<file path="src/rtl/bcd_down_2digit_timer_pkg.sv">
// ============================================================================
//  Module      : bcd_down_2digit_timer_pkg
//  Description : Shared widths, state encodings and digit helpers for the
//                two-digit BCD down-counting timer.
//  Revision    : 1.0 - initial release
// ============================================================================
`default_nettype none

package bcd_down_2digit_timer_pkg;

    localparam int unsigned c_digit_w = 4;
    localparam int unsigned c_bcd_w   = 8;

    localparam logic [c_digit_w-1:0] c_digit_max = 4'd9;

    typedef enum logic [1:0] {
        S_IDLE  = 2'd0,
        S_RUN   = 2'd1,
        S_PAUSE = 2'd2,
        S_DONE  = 2'd3
    } state_t;

    // Saturate a raw nibble to a legal decimal digit.
    function automatic logic [c_digit_w-1:0] clamp_digit(input logic [c_digit_w-1:0] d);
        return (d > c_digit_max) ? c_digit_max : d;
    endfunction

    // Saturate both nibbles of a packed value so it is always valid BCD.
    function automatic logic [c_bcd_w-1:0] clamp_bcd(input logic [c_bcd_w-1:0] v);
        return {clamp_digit(v[7:4]), clamp_digit(v[3:0])};
    endfunction

endpackage

`default_nettype wire

</file>
<file path="src/rtl/bcd_down_2digit_timer_digit.sv">
// ============================================================================
//  Module      : bcd_digit_down
//  Description : One BCD digit decrementer (combinational). Wraps 0 -> 9 and
//                raises borrow so the next-higher digit can decrement.
//  Revision    : 1.0 - initial release
// ============================================================================
`default_nettype none

module bcd_digit_down
    import bcd_down_2digit_timer_pkg::*;
(
    input  logic [3:0] digit_i,
    input  logic       dec_i,
    output logic [3:0] digit_o,
    output logic       borrow_o
);

    // Decrement with decimal wrap; pass through when not decrementing.
    always_comb begin
        digit_o  = digit_i;
        borrow_o = 1'b0;
        if (dec_i) begin
            if (digit_i == 4'd0) begin
                digit_o  = c_digit_max;
                borrow_o = 1'b1;
            end else begin
                digit_o  = digit_i - 4'd1;
            end
        end
    end

endmodule

`default_nettype wire

</file>
<file path="src/rtl/bcd_down_2digit_timer.sv">
// ============================================================================
//  Module      : bcd_down_2digit_timer
//  Description : Two-digit BCD down-counting timer with start/pause/done
//                control and a one-cycle expire pulse on the terminal tick.
//                Build option BCD_DOWN_AUTO_RELOAD_EN: terminal tick reloads
//                the count from the reload register and keeps running
//                instead of entering DONE.
//  Revision    : 1.0 - initial release
// ============================================================================
`default_nettype none

module bcd_down_2digit_timer
    import bcd_down_2digit_timer_pkg::*;
#(
    parameter logic [7:0] RESET_VAL = 8'h00
) (
    input  logic       clk,
    input  logic       rst,
    input  logic       tick,
    input  logic       load,
    input  logic [7:0] load_val,
    input  logic       start,
    input  logic       pause,
    output logic [7:0] q,
    output logic       running,
    output logic       done,
    output logic       expire
);

    state_t              state_q, state_d;
    logic [c_bcd_w-1:0]  count_q, count_d;
    logic [c_bcd_w-1:0]  reload_q, reload_d;
    logic                expire_q, expire_d;

    logic                w_dec;
    logic [3:0]          w_ones_next;
    logic [3:0]          w_tens_next;
    logic                w_ones_borrow;
    logic                w_unused_tens_borrow;

    // A decrement is only requested for a qualified tick on a non-zero count;
    // the zero case is the terminal tick handled by the control logic.
    assign w_dec = (state_q == S_RUN) && tick && !load && !pause && (count_q != 8'h00);

    bcd_digit_down u_ones (
        .digit_i  (count_q[3:0]),
        .dec_i    (w_dec),
        .digit_o  (w_ones_next),
        .borrow_o (w_ones_borrow)
    );

    bcd_digit_down u_tens (
        .digit_i  (count_q[7:4]),
        .dec_i    (w_ones_borrow),
        .digit_o  (w_tens_next),
        .borrow_o (w_unused_tens_borrow)
    );

    // State, count, reload and expire registers with synchronous reset.
    always_ff @(posedge clk) begin
        if (rst) begin
            state_q  <= S_IDLE;
            count_q  <= RESET_VAL;
            reload_q <= RESET_VAL;
            expire_q <= 1'b0;
        end else begin
            state_q  <= state_d;
            count_q  <= count_d;
            reload_q <= reload_d;
            expire_q <= expire_d;
        end
    end

    // Next-state logic in priority order: load, pause, start, tick.
    always_comb begin
        state_d  = state_q;
        count_d  = count_q;
        reload_d = reload_q;
        expire_d = 1'b0;
        if (load) begin
            count_d  = clamp_bcd(load_val);
            reload_d = clamp_bcd(load_val);
            state_d  = S_IDLE;
        end else if (pause && (state_q == S_RUN)) begin
            state_d  = S_PAUSE;
        end else if (start && (state_q != S_RUN)) begin
            state_d  = S_RUN;
        end else if (tick && (state_q == S_RUN)) begin
            if (count_q == 8'h00) begin
                expire_d = 1'b1;
`ifdef BCD_DOWN_AUTO_RELOAD_EN
                count_d  = reload_q;
`else
                state_d  = S_DONE;
`endif
            end else begin
                count_d  = {w_tens_next, w_ones_next};
            end
        end
    end

`ifndef BCD_DOWN_AUTO_RELOAD_EN
    // Without auto-reload the reload register is load-written only and the
    // top digit's borrow has no consumer.
    logic w_unused_reload;
    assign w_unused_reload = ^reload_q ^ w_unused_tens_borrow;
`else
    logic w_unused_borrow;
    assign w_unused_borrow = w_unused_tens_borrow;
`endif

    assign q       = count_q;
    assign running = (state_q == S_RUN);
    assign done    = (state_q == S_DONE);
    assign expire  = expire_q;

endmodule

`default_nettype wire

</file>
<file path="config.mk">
export PLATFORM = sky130hd
export DESIGN_NAME = bcd_down_2digit_timer
export DESIGN_NICKNAME = d
export VERILOG_FILES = /design/src/rtl/bcd_down_2digit_timer_pkg.sv /design/src/rtl/bcd_down_2digit_timer_digit.sv /design/src/rtl/bcd_down_2digit_timer.sv
export SDC_FILE = /design/constraint.sdc
export NUM_CORES = 1
export LEC_CHECK = 0
export CAP_MARGIN = 20
export CORE_MARGIN = 3
export CORE_UTILIZATION = 45
export CTS_CLUSTER_DIAMETER = 50
export DETAILED_ROUTE_END_ITERATION = 8
export PLACE_DENSITY = 0.81
export SLEW_MARGIN = 20
export SYNTH_ARGS = -nofsm -noshare
export SYNTH_HDL_FRONTEND = slang
export SYNTH_SLANG_ARGS = --single-unit
</file>
<file path="constraint.sdc">
create_clock -name clk -period 4 [get_ports clk]
set_input_delay 0.8 -clock clk [delete_from_list [all_inputs] [get_ports clk]]
set_output_delay 0.8 -clock clk [all_outputs]
set_load 0.05 [all_outputs]
</file>
# Word-level counts from Yosys, hierarchy flattened

Index checks and enable logic that the tools add are counted.

Bits in registers: 11
Input bits: 14
Output and inout port bits: 11
Logic and storage cells: 60

Add/subtract/negate cells: 2
Magnitude comparators: 2
Equality and inequality tests: 6
Multiplexer cells: 18
Bitwise logic cells: 1
Reductions and logical operators: 26

Operators with widths:

| cell                | count |
|---|---|
| $mux 8              | 5 |
| $mux 4              | 6 |
| $reduce_and 5->1    | 2 |
| $reduce_bool 2->1   | 5 |
| $gt 4x4->1 const B  | 2 |
| $logic_not 4->1     | 2 |
| $logic_not 8->1     | 1 |
| $mux 2              | 4 |
| $reduce_bool 8->1   | 1 |
| $sub 4x1->4 const B | 2 |
| $logic_and 1x1->1   | 6 |
| $ne 2x2->1 const B  | 3 |
| $reduce_bool 3->1   | 2 |
| $reduce_or 5->1     | 1 |
| $reduce_and 2->1    | 2 |
| $mux 1              | 3 |
| $reduce_or 3->1     | 1 |
| $eq 2x1->1 const B  | 1 |
| $eq 2x2->1 const B  | 1 |
| $logic_not 1->1     | 2 |
| $ne 2x1->1 const B  | 1 |
| $reduce_or 2->1     | 1 |
| $not 1->1           | 1 |

# Longest topological paths before layout

Word-level depth: 12
Mapped depth: 5
Depth with buffers taken out: 4

# By module

A second synthesis with hierarchy kept.

Cell total of the unflattened synthesis: 96
Area, all modules: 814.5 sq um

Modules (own cells, without submodules):

| module                | times used | cells an instance | area an instance (sq um) | seq. area each (sq um) |
|---|---|---|---|---|
| bcd_down_2digit_timer | 1          | 74                | 656.9                    | 220.2 |
| bcd_digit_down        | 2          | 11                | 78.8                     | 0.0 |

# Worst setup path after synthesis

Ideal clock, no wire load.

Path type: flip-flop to output port
From: register state_q[0]
To: output running
Data arrival time: 1172 ps
Required time: 3200 ps
Path slack: 2028 ps
Cell stages (with the launch flop): 2
Buffers on the path: 0
Cells stage by stage: dfxtp_1 nor2b_1

Longest elaborated chain between the ends: 1

RTL lines:

| item                   | RTL line                     | text |
|---|---|---|
| start, declared        | bcd_down_2digit_timer.sv:30  | `state_t state_q, state_d;` |
| start signal, assigned | bcd_down_2digit_timer.sv:67  | `state_q <= state_d;` |
| $eq 2x1->1             | bcd_down_2digit_timer.sv:113 | `assign running = (state_q == S_RUN);` |
| end, declared          | bcd_down_2digit_timer.sv:25  | `output logic running,` |

No other way between the ends.

# Worst setup path after layout

Ends and elaborated chain as after synthesis.

==> impl_metrics.env <==
export IMPL_grt_pass1_vias=620
export IMPL_setup_tns_ns=0
export IMPL_post_route_period_util_pct=64.1
export IMPL_synth_area_um2=664
export IMPL_power_density_mw_per_mm2=294
export IMPL_clk_pin_slew_ns=0.07
export IMPL_cts_root_buf="clkbuf_4"
export IMPL_cp_start_kind="register"
export IMPL_final_layout_size_suffix_gt1_share_pct=9.43
export IMPL_drtIter0Drc=17
export IMPL_leakage_uw=0.000332
export IMPL_antenna_cells=0
export IMPL_cp_max_fo=6
export IMPL_port_buffers=24
export IMPL_place_detailed_instances=117
export IMPL_cts_tree="built"
export IMPL_synth_seq_cells=11
export IMPL_arrival_ns=1.76
export IMPL_reg2reg_depth=4
export IMPL_cp_depth=2
export IMPL_cp_required_ns=3.20
export IMPL_syn_inst=80
export IMPL_max_freq_mhz=390
export IMPL_setup_violations_final=0
export IMPL_crit_family="buffers and inverters"
export IMPL_synth_distinct_cells=31
export IMPL_timing_rr_end="q[5]"
export IMPL_worst_pin_slew_ns=0.502
export IMPL_drc=0
export IMPL_clkLatencyLatePin_ns=0.28
export IMPL_clock_path_buffers=2
export IMPL_grt_max_degree=13
export IMPL_synth_nets=94
export IMPL_nNetsFinal=121
export IMPL_cp_slowest_stage_delay_ns=0.84
export IMPL_num_fill_cells=110
export IMPL_maxCapViolations=0
export IMPL_finalHoldViolCount=0
export IMPL_seq_area_frac_synth_pct=33.1
export IMPL_gp_congestion=0.800
export IMPL_clock_sinks=11
export IMPL_period_minus_slack_ns=2.56
export IMPL_synth_warnings=0
export IMPL_synth_top_area_share_pct=33.1
export IMPL_critPathBufInv=1
export IMPL_rr_startpoint="q[2]"
export IMPL_crit_type="register to primary output"
export IMPL_synthTopCellsByArea="dfxtp_1 (33%), nor4_4 (6.4%), o21ai_0 (6.0%)"
export IMPL_syn2layout_area_growth_pct=41.8
export IMPL_startpoint="state_q[0]"
export IMPL_cts_hold_fix_buffers=0
export IMPL_post_cts_buffers=0
export IMPL_grt_usage_pct=19.2
export IMPL_crit_path_top_delay_cell="clkdlybuf4s50_1"
export IMPL_peakVddDrop_uv=185
export IMPL_wirelength_um=1650
export IMPL_dr_pass1_iters=4
export IMPL_rsz0062_at_grt="no"
export IMPL_gr_total_overflow=0
export IMPL_num_rows=13
export IMPL_fin_cells=121
export IMPL_post_cts_resized=0
export IMPL_die_area_mm2=0.00197
export IMPL_cts_buffers=3
export IMPL_run_status="complete, no violations"
export IMPL_die_h_um=44.4
export IMPL_postSynthAreaPerCell_um2=8.30
export IMPL_antenna_found_initial=0
export IMPL_maxSlewViolCount=0
export IMPL_start_util_pct=49.2
export IMPL_grt_first_pass_wirelength_um=2680
export IMPL_die_w_um=44.4
export IMPL_critical_path_endpoint="running"
export IMPL_hp_class="register to register"
export IMPL_crit_chain="nor2b_1 -> clkdlybuf4s50_1"
export IMPL_via_per_inst=5.72
export IMPL_synth_top_cell_by_area="dfxtp_1"
export IMPL_io_pins=25
export IMPL_max_slew_margin_pct=66.4
export IMPL_cts_htree_levels=1
export IMPL_vias=692
export IMPL_core_area_mm2=0.00135
export IMPL_fin_worst_skew_ns=0.00370
export IMPL_wire_per_inst_um=13.6
export IMPL_critPathCaptureType="primary output"
export IMPL_antenna_left=0
export IMPL_r2r_slack_ns=2.32
export IMPL_dp_hpwl_um=1290
==> area by class of cell <==
type,count,area [µm²],area share (%)
inverter,3,11.3,1.20
multi-input combinational,64,425,45.2
timing repair buffer,24,240,25.5
clock buffer,4,26.3,2.79
sequential,11,220,23.4
tap,15,18.8,1.99
==> cell families after synthesis <==
group | synth area share [%]
simple gates | 36.5
compound gates | 24.9
buf+inv | 2.83
flops | 33.1
xor+xnor | 2.64
==> layout by cell type, fill, tap and decap left out, types with 2 or more instances in the layout <==
cell	count
a21oi_1	6
a221o_1	2
clkbuf_4	3
clkdlybuf4s50_1	24
dfxtp_1	11
inv_1	3
nand2_1	10
nor2_1	8
nor2b_1	3
nor3_1	2
nor4_1	2
nor4_4	2
o21a_1	2
o21ai_0	8
or2_2	2
==> registers in the layout (all words and copies together) (netlist names) <==
signal / flops
q: 8
expire: 1
state_q: 2
==> metrics by stage <==
step / setup slack, ns / util (%) / area [µm²] / power, µW / hold WS (ns)
after global routing: 1.34 / 69.8 / 942 / 291 / 0.597
after CTS: 1.43 / 69.8 / 942 / 280 / 0.559
after floorplan: 2.03 / - / 664 / 171 / 0.509
after global placement: 1.52 / 67.8 / 916 / 201 / 0.542
final: 1.44 / 69.8 / 942 / 277 / 0.554
after detailed placement: 1.46 / 67.8 / 916 / 202 / 0.542
==> metal layers <==
| metal | part of all wire (%) | track usage (%) | up-vias |
|---|---|---|---|
| met3 | 5.4 | 7.32 | 5 |
| met4 | 2.2 | 9.04 | 0 |
| met1 | 47 | 23.5 | 314 |
| met5 | 0 | 0 | - |
| met2 | 46 | 29.4 | 23 |
| li1 | - | - | 350 |
==> cell usage after synthesis <==
cell and instances:
nor4_1 2, or2_2 2, nand2b_1 1, nor2b_1 3, xor2_1 1, clkbuf_1 2, nor2_1 8, o211ai_1 1
a21o_1 1, o21ai_0 8, a221o_1 2, nand4_1 1, nor4b_4 1, xnor2_1 1, a311o_1 1, nand4bb_2 1
o311ai_0 1, or4_1 1, a31oi_1 1, nand3b_1 1, a211oi_2 1, nor3_1 2, a211oi_1 1, nor4_4 2
o21a_1 2, nand2_1 10, and2_1 1, dfxtp_1 11, a21oi_1 6, inv_1 3, nand3_1 1
==> report_power, final <==
| group | internal (µW) | switching, µW |
|---|---|---|
| registers | 115 | 9.40 |
| clock network | 38.7 | 38.7 |
| logic | 34.4 | 41.1 |
==> worst min-delay path by stage <==
stage | startpoint | end | depth (start not counted)
3_3_place_gp | q[1] | q[1] | 2
6_report | q[1] | q[1] | 2
3_5_place_dp | state_q[0] | state_q[1] | 2
5_1_grt | state_q[0] | state_q[1] | 2
4_1_cts | state_q[0] | state_q[1] | 2
2_1_floorplan | state_q[0] | state_q[1] | 2
==> worst register-to-register path: cells and delay by family (launching register included) <==
| family | cells | cell delay [ns] |
|---|---|---|
| AOI/OAI and AO/OA | 1 | 0.26 |
| and+or+nand+nor | 3 | 0.93 |
| DFF | 1 | 0.38 |
(Power assumes the default switching activity.)
